==> config.mk <==
export PLATFORM = sky130hd
export DESIGN_NAME = alu_seq
export DESIGN_NICKNAME = d
export VERILOG_FILES = /design/src/rtl/alu_seq.sv
export SDC_FILE = /design/constraint.sdc
export NUM_CORES = 1
export LEC_CHECK = 0
export ABC_CLOCK_PERIOD_IN_PS = 5500
export BUFFER_PORTS_ARGS = -buffer_cell sky130_fd_sc_hd__buf_4
export CAP_MARGIN = 20
export CORE_UTILIZATION = 35
export CTS_BUF_LIST = sky130_fd_sc_hd__clkbuf_2
export CTS_CLUSTER_SIZE = 25
export DETAILED_ROUTE_END_ITERATION = 12
export GPL_TIMING_DRIVEN = 0
export MAX_ROUTING_LAYER = met4
export SKIP_CTS_REPAIR_TIMING = 1
export SLEW_MARGIN = 20
export SYNTH_ARGS = -nofsm -noshare
export SYNTH_HDL_FRONTEND = slang
export SYNTH_SLANG_ARGS = --single-unit
==> constraint.sdc <==
create_clock -name clk -period 5.5 [get_ports clk]
set_input_delay 0.825 -clock clk [delete_from_list [all_inputs] [get_ports clk]]
set_output_delay 0.825 -clock clk [all_outputs]
set_load 0.005 [all_outputs]
==> src/rtl/alu_seq.sv <==
// Execute-stage ALU: single-cycle add/compare/logic ops plus a radix-2 iterative
// RV32M-style multiply/divide unit, with valid/ready issue and registered results.
module alu_seq #(
    parameter int unsigned WIDTH = 32
) (
    input  logic             clk,
    input  logic             rst,
    input  logic             in_valid,
    output logic             in_ready,
    input  logic [WIDTH-1:0] A,
    input  logic [WIDTH-1:0] B,
    input  logic [4:0]       Select,
    output logic             out_valid,
    output logic [WIDTH-1:0] Result,
    output logic             N,
    output logic             Z,
    output logic             C,
    output logic             V,
    output logic             LT,
    output logic             ULT
);
    localparam int unsigned W  = WIDTH;
    localparam int unsigned W1 = WIDTH + 1;
    localparam int unsigned PW = 2 * WIDTH;
    localparam int unsigned CW = $clog2(WIDTH);

    localparam logic [2:0] GRP_ADD  = 3'b000;
    localparam logic [2:0] GRP_MUL  = 3'b001;
    localparam logic [2:0] GRP_SLT  = 3'b010;
    localparam logic [2:0] GRP_SLTU = 3'b011;
    localparam logic [2:0] GRP_XOR  = 3'b100;
    localparam logic [2:0] GRP_DIV  = 3'b101;
    localparam logic [2:0] GRP_OR   = 3'b110;
    localparam logic [2:0] GRP_AND  = 3'b111;

    typedef enum logic [1:0] {IDLE, RUN_MUL, RUN_DIV} state_t;

    state_t        state_q, state_d;
    logic [CW-1:0] cnt_q;
    logic          accept, last, is_mul, is_div, is_seq;

    // Iterative unit state
    logic [PW-1:0] prod_q;
    logic [W-1:0]  mcand_q, rem_q, quo_q, a_q;
    logic [1:0]    op_q;
    logic          neg_q, rneg_q, dz_q, ovf_q, lt_q, ult_q;

    // Next-state and issue control
    always_comb begin
        state_d  = state_q;
        in_ready = (state_q == IDLE) & ~rst;
        is_mul   = (Select[4:2] == GRP_MUL);
        is_div   = (Select[4:2] == GRP_DIV);
        is_seq   = is_mul | is_div;
        accept   = in_valid & in_ready;
        last     = (state_q != IDLE) && (cnt_q == CW'(W - 1));
        case (state_q)
            IDLE: begin
                if (accept && is_mul)      state_d = RUN_MUL;
                else if (accept && is_div) state_d = RUN_DIV;
            end
            RUN_MUL, RUN_DIV: begin
                if (last) state_d = IDLE;
            end
            default: state_d = IDLE;
        endcase
    end

    always_ff @(posedge clk) begin
        if (rst) begin
            state_q <= IDLE;
            cnt_q   <= '0;
        end else begin
            state_q <= state_d;
            cnt_q   <= (state_q == IDLE || last) ? '0 : cnt_q + CW'(1);
        end
    end

    // Single-cycle datapath
    logic [W-1:0] b_op, alu_res;
    logic [W:0]   sum;
    logic         add_c, add_v, lt_c, ult_c;

    always_comb begin
        b_op  = Select[1] ? ~B : B;
        sum   = {1'b0, A} + {1'b0, b_op} + W1'(Select[0]);
        lt_c  = $signed(A) < $signed(B);
        ult_c = A < B;
        add_c = (Select[4:2] == GRP_ADD) & sum[W];
        add_v = (Select[4:2] == GRP_ADD) & (A[W-1] == b_op[W-1]) & (sum[W-1] != A[W-1]);
        case (Select[4:2])
            GRP_ADD:  alu_res = sum[W-1:0];
            GRP_SLT:  alu_res = W'(lt_c);
            GRP_SLTU: alu_res = W'(ult_c);
            GRP_XOR:  alu_res = A ^ B;
            GRP_OR:   alu_res = A | B;
            GRP_AND:  alu_res = A & B;
            default:  alu_res = '0;
        endcase
    end

    // Operand magnitudes for the iterative unit
    logic         a_sgn, b_sgn, a_neg, b_neg;
    logic [W-1:0] a_mag, b_mag;

    always_comb begin
        a_sgn = is_mul ? (Select[1] ^ Select[0]) : ~Select[0];
        b_sgn = is_mul ? (Select[1:0] == 2'b01) : ~Select[0];
        a_neg = a_sgn & A[W-1];
        b_neg = b_sgn & B[W-1];
        a_mag = a_neg ? -A : A;
        b_mag = b_neg ? -B : B;
    end

    // One shift-add / restoring-subtract step, plus final sign fix-up
    logic [W:0]    msum, rshift, diff;
    logic [PW-1:0] prod_nxt, prod_fix;
    logic [W-1:0]  rem_nxt, quo_nxt, rem_fix, quo_fix, seq_res;

    always_comb begin
        msum     = {1'b0, prod_q[PW-1:W]} + (prod_q[0] ? {1'b0, mcand_q} : W1'(0));
        prod_nxt = {msum, prod_q[W-1:1]};
        prod_fix = neg_q ? -prod_nxt : prod_nxt;
        rshift   = {rem_q, quo_q[W-1]};
        diff     = rshift - {1'b0, mcand_q};
        rem_nxt  = diff[W] ? rshift[W-1:0] : diff[W-1:0];
        quo_nxt  = {quo_q[W-2:0], ~diff[W]};
        quo_fix  = neg_q ? -quo_nxt : quo_nxt;
        rem_fix  = rneg_q ? -rem_nxt : rem_nxt;
        if (dz_q) begin
            quo_fix = '1;
            rem_fix = a_q;
        end else if (ovf_q) begin
            quo_fix = {1'b1, {(W - 1){1'b0}}};
            rem_fix = '0;
        end
        if (state_q == RUN_MUL) seq_res = (op_q == 2'b00) ? prod_fix[W-1:0] : prod_fix[PW-1:W];
        else                    seq_res = op_q[1] ? rem_fix : quo_fix;
    end

    logic         wr_single, wr;
    logic [W-1:0] res_d;

    always_comb begin
        wr_single = accept & ~is_seq;
        wr        = wr_single | last;
        res_d     = last ? seq_res : alu_res;
    end

    always_ff @(posedge clk) begin
        if (rst) begin
            out_valid <= 1'b0;
            Result    <= '0;
            N         <= 1'b0;
            Z         <= 1'b0;
            C         <= 1'b0;
            V         <= 1'b0;
            LT        <= 1'b0;
            ULT       <= 1'b0;
            prod_q    <= '0;
            mcand_q   <= '0;
            rem_q     <= '0;
            quo_q     <= '0;
            a_q       <= '0;
            op_q      <= '0;
            neg_q     <= 1'b0;
            rneg_q    <= 1'b0;
            dz_q      <= 1'b0;
            ovf_q     <= 1'b0;
            lt_q      <= 1'b0;
            ult_q     <= 1'b0;
        end else begin
            out_valid <= wr;
            if (wr) begin
                Result <= res_d;
                N      <= res_d[W-1];
                Z      <= ~|res_d;
                C      <= wr_single & add_c;
                V      <= wr_single & add_v;
                LT     <= last ? lt_q : lt_c;
                ULT    <= last ? ult_q : ult_c;
            end
            if (accept && is_seq) begin
                prod_q  <= PW'(a_mag);
                mcand_q <= b_mag;
                rem_q   <= '0;
                quo_q   <= a_mag;
                a_q     <= A;
                op_q    <= Select[1:0];
                neg_q   <= a_neg ^ b_neg;
                rneg_q  <= a_neg;
                dz_q    <= (B == '0);
                ovf_q   <= ~Select[0] & (A == {1'b1, {(W - 1){1'b0}}}) & (B == '1);
                lt_q    <= lt_c;
                ult_q   <= ult_c;
            end else if (state_q == RUN_MUL) begin
                prod_q <= prod_nxt;
            end else if (state_q == RUN_DIV) begin
                rem_q <= rem_nxt;
                quo_q <= quo_nxt;
            end
        end
    end

endmodule

* Yosys cells after proc, flatten, opt, wreduce, memory -nomap -nowiden
Cells that the tools add are included. Widths: inputs -> output; s select.
Cells by class: add/subtract/negate cells 10, reduce and logical (&&, ||, !) cells 20, magnitude comparators 2, shifts and indexed selects 0, multipliers 0, multiplexer cells 30, bitwise logic cells 25, equality and inequality tests 18, div/mod/pow operators 0
Operator list (count):
- $mux 32 | 20
- $pmux 32 s6 | 1
- $neg 32->32 | 4
- $add 32x32->33 | 2
- $eq 32x32->1 const B | 2
- $lt 32x32->1 | 2
- $mux 64 | 1
- $neg 64->64 | 1
- $add 33x1->33 | 1
- $sub 33x32->33 | 1
- $and 32x32->32 | 1
- $logic_not 32->1 | 1
- $not 32->32 | 1
- $or 32x32->32 | 1
- $reduce_or 32->1 | 1
- $xor 32x32->32 | 1
- $and 1x1->1 | 12
- $eq 3x3->1 const B | 4
- $eq 3x2->1 const B | 2
- $mux 2 | 3
- $reduce_and 2->1 | 3
- $reduce_bool 2->1 | 3
- $reduce_or 2->1 | 3
- $add 5x1->5 const B | 1
- 18 further kinds | 33
Storage, ports and cells: latch bits 0, memories 0, logic and storage cells 128, memory bits (read-only) 0, RAM bits 0, register bits after elaboration 246

* Longest topological paths before layout
depth in word-level cells 11, depth in mapped cells 30

* Worst setup path after synthesis
No wires, ideal clock.
kind flip-flop to flip-flop, start point reg quo_q[31], end point reg Z, clock period less this slack 5.307 ns, data arrival time 5.222 ns, setup time 0.084 ns, slack 0.193 ns, data required time 5.416 ns, stages on the path, launching flop included 30, cell sequence dfxtp_1 > inv_1 > ha_1 > fa_1 > and2b_1 > o31ai_4 > a21oi_2 > a22o_1 > a21o_4 > nor2_8 > inv_2 > buf_6 > buf_2 > buf_2 > buf_2 > ha_1 > nand2b_1 > nor2b_1 > nand3b_1 > or2_2 > o41ai_1 > xor2_1 > o21ai_0 > o21ai_0 > o21ai_0 > a311oi_1 > a211o_1 > and4_1 > nand4_1 > o31ai_2
On the way: cells in the longest elaborated chain, start to end 11
Ends and longest elaborated chain:
- start: declaration | RTL line 44 | logic [W-1:0] mcand_q, rem_q, quo_q, a_q;
- start signal: assignment | RTL line 187 | quo_q <= a_mag;
- start signal: assignment | RTL line 200 | quo_q <= quo_nxt;
- $sub 33x32->33 | RTL line 125 | diff = rshift - {1'b0, mcand_q};
- $mux 32 / $not 1->1 (equally long branches) | RTL line 126, 127
- $neg 32->32, on equally long branches | RTL line 129, 128
- $mux 32, on equally long branches | RTL line 129, 128
- $mux 32 | RTL line 133 | end else if (ovf_q) begin
- $mux 32 | RTL line 130 | if (dz_q) begin
- $mux 32 (*) | RTL line 138 | else seq_res = op_q[1] ? rem_fix : quo_fix;
- $mux 32 (*) | RTL line 137 | if (state_q == RUN_MUL) seq_res = (op_q == 2'b00) ? prod_fix[W-1:0] : prod_fix[PW-1:W];
- $mux 32 (*) | RTL line 147 | res_d = last ? seq_res : alu_res;
- $reduce_or 32->1 (*) | RTL line 177 | Z <= ~|res_d;
- $logic_not 1->1 (*) | RTL line 177
- end signal: assignment | RTL line 177
- end: declaration | RTL line 16 | output logic Z,
Every way passes the cells marked *; elsewhere a longest branch is shown, timed or not. A chain may end at the register's enable or synchronous reset.

* Final worst setup path
start point reg mcand_q[5], end point reg Z
On the way: cells in the longest elaborated chain, start to end 11
Ends and longest elaborated chain:
- start: declaration | RTL line 44
- start signal: assignment | RTL line 185 | mcand_q <= b_mag;
- $sub 33x32->33 | RTL line 125
- $mux 32 / $not 1->1 (equally long branches) | RTL line 126, 127
- $neg 32->32, on equally long branches | RTL line 129, 128
- $mux 32, on equally long branches | RTL line 129, 128
- $mux 32 | RTL line 133
- $mux 32 | RTL line 130
- $mux 32 | RTL line 138
- $mux 32 (*) | RTL line 137
- $mux 32 (*) | RTL line 147
- $reduce_or 32->1 (*) | RTL line 177
- $logic_not 1->1 (*) | RTL line 177
Marks and branches as above.

==> results.tsv <==
metric	value	unit
outcome	finished with violations	
failed_checks	setup timing	
clkPwrFrac	23.3	%
grt_pass1_wl	182600	um
routed_wl	129300	um
yosys.area.top_type	dfxtp_1	
fin_crit_sh	106.3	%
grt_pass1_vias	25880	
drt_iter0_drc	3269	
grt_use_total	34.94	%
cts_root_buf	clkbuf_2	
numCtsBuffers	74	
switching_share	45.50	%
synthTopCellsByCount	nor2_1 (315), nand2_1 (305), dfxtp_1 (245), a21oi_1 (244), o21ai_0 (230)	
vdd_drop_max	0.0001140	V
fin_crit	5.846	ns
fin_util	40.87	%
grt_max_degree	11	
max_cap_violations	0	
clk_pin_slew	0.11	ns
design_area	29170	um2
syn2layout_area_growth	15.62	%
rsz0062_at_grt	yes	
critical_path_required	6.47	ns
post_dp_cell_area	27270	um2
die_y	270.5	um
critical_path_class	reg -> reg	
dpl.hpwl	103700	um
skew	0.1493	ns
core_region_area	71360	um2
ant_nets	0	
p_seq_share	28.4	%
clk_latency	1.16	ns
cts_max_level	3	
total_power	6.665	mW
ys.flop_type	dfxtp_1	
power.density	228.5	nW/um2
p_comb_share	48.3	%
initial_core_util	35.35	%
grt-ovfl-total	0	
vias	28720	
cts_tree	built	
drc	0	
path_common_cell	buf_12	
ys_ff_latch	245	
fill_cells	7602	
internal_power	3.632	mW
ys_seq_area_share	19.44	%
num_rows	98	
fmax	171.1	MHz
cp-start-kind	flip-flop	
synthArstFlopShare	0	%
timing.final.ws_setup	-0.3460	ns
crit_path_max_incr_delay	0.63	ns
via_per_inst	6.138	
wl_per_cell	27.65	um
yosys_warnings	0	
place_congestion	1.051	
synth_edf_count	0	
slowest_stage	a211oi_1	
crit_arrival	6.82	ns
crit_fanout	9	
drive_gt1_share	13.62	%
p_sw	3.032	mW
syn_avg_cell_area	7.355	um2
ios	112	
die_w	270.5	um
fp.dieArea	73150	um2
synth_most_common_cell	nor2_1	
slew-limit-headroom	14.36	%
setup_viol	2	
yosys.area.top_type_share	19.44	%
yosys-top-cells-area	dfxtp_1 (19%), ha_1 (10%), xnor2_1 (5.2%)	
slew_violations	0	
synthesis.area	25230	um2
port_buffers	109	
syn_inst	3430	
worst_pin_slew	1.271	ns
cts_sinks	245	
setup.worst_path.end_class	flip-flop	
firstDrtPassIters	8	
hold_class	in -> reg	
syn_nets	3709	
clockBufferDepth	3	
fin_nets	3952	
p_leak	11.46	nW
ys_types	114	
hold_violations	0	
antenna_found_initial	4	
## state kept, by name, summed over array words and instances, names as in the netlist, 2 cells and up
name	cells
cnt_q	5
state_q	2
rem_q	32
mcand_q	32
quo_q	32
Result	32
prod_q	64
a_q	32
op_q	2
## area by class of cell
cell class,instances,area [um2],share of cell area [%]
Antenna cell,5,12.51,0.04290
Buffer,217,1003,3.440
Clock buffer,101,505.5,1.733
Clock inverter,25,178.9,0.6134
Inverter,164,623.1,2.136
Multi-Input combinational cell,2803,19440,66.66
Sequential cell,245,4937,16.93
Tap cell,950,1189,4.075
Timing Repair Buffer,168,1274,4.367
## metrics by stage
step                      TNS, ns  hold WS, ns  worst slack [ns]  instances
after floorplan                 0       0.4176            0.1933       3430
after global placement     -21.33       0.4333            -2.238       4489
after detailed placement   -20.31       0.4407            -2.198       4492
after CTS                  -20.25      0.03299            -2.346       4618
after global routing      -0.3591       0.1062           -0.2880       4677
final                     -0.4654      0.08862           -0.3460       4678
## final timing paths
path / startpoint / slack, ns / endpoint / depth (start not counted)
max reg2reg: mcand_q[5] / -0.35 / Z / 29
min: B[1] / 0.09 / mcand_q[1] / 3
max: mcand_q[5] / -0.35 / Z / 29
min reg2reg: cnt_q[0] / 0.46 / cnt_q[0] / 1
## routing by layer
metal | global-route usage, % | part of all wire, %
met1 | 45.90 | 42
met2 | 51.51 | 43
met3 | 5.911 | 9.7
met4 | 17.08 | 5.7
met5 | - | 0
## critical path, delay by kind of cell (launching register included)
family | cells | cell delay [ns]
fa+ha+maj | 2 | 0.48
flops | 1 | 0.42
compound gates | 7 | 1.64
simple gates | 11 | 1.88
buf+inv | 8 | 1.05
xor+xnor | 1 | 0.22
## placed cells by master, fill, tap and decap left out, types with 90 or more instances in the layout
cell	instances
clkbuf_2	105
nor3_1	90
o21ai_0	222
ha_1	194
a21oi_1	236
inv_1	155
clkbuf_1	153
nand2_1	300
buf_4	171
dfxtp_1	229
xnor2_1	144
nor2_1	313
xor2_1	95
## power by group through the flow
stage	sequential (mW)	clock (mW)	combinational, mW
floorplan	1.90	0	1.72
global placement	1.93	0	2.73
detailed placement	1.93	0	2.72
CTS	1.89	1.56	2.73
global route	1.90	1.65	3.36
finish	1.89	1.55	3.22
## cell families (layout without fill, tap and decap cells)
family	after synthesis	count (layout)	synth area share, %
muxes	86	86	3.467
AOI/OAI and AO/OA	1080	1080	28.66
xor gates and xnor gates	246	246	8.541
other	0	5	0
DFF	245	245	19.44
and+or+nand+nor	1184	1184	23.51
buffers and inverters	382	675	5.996
adders and majority gates	207	207	10.39
Power figures use the tool's default switching activity.
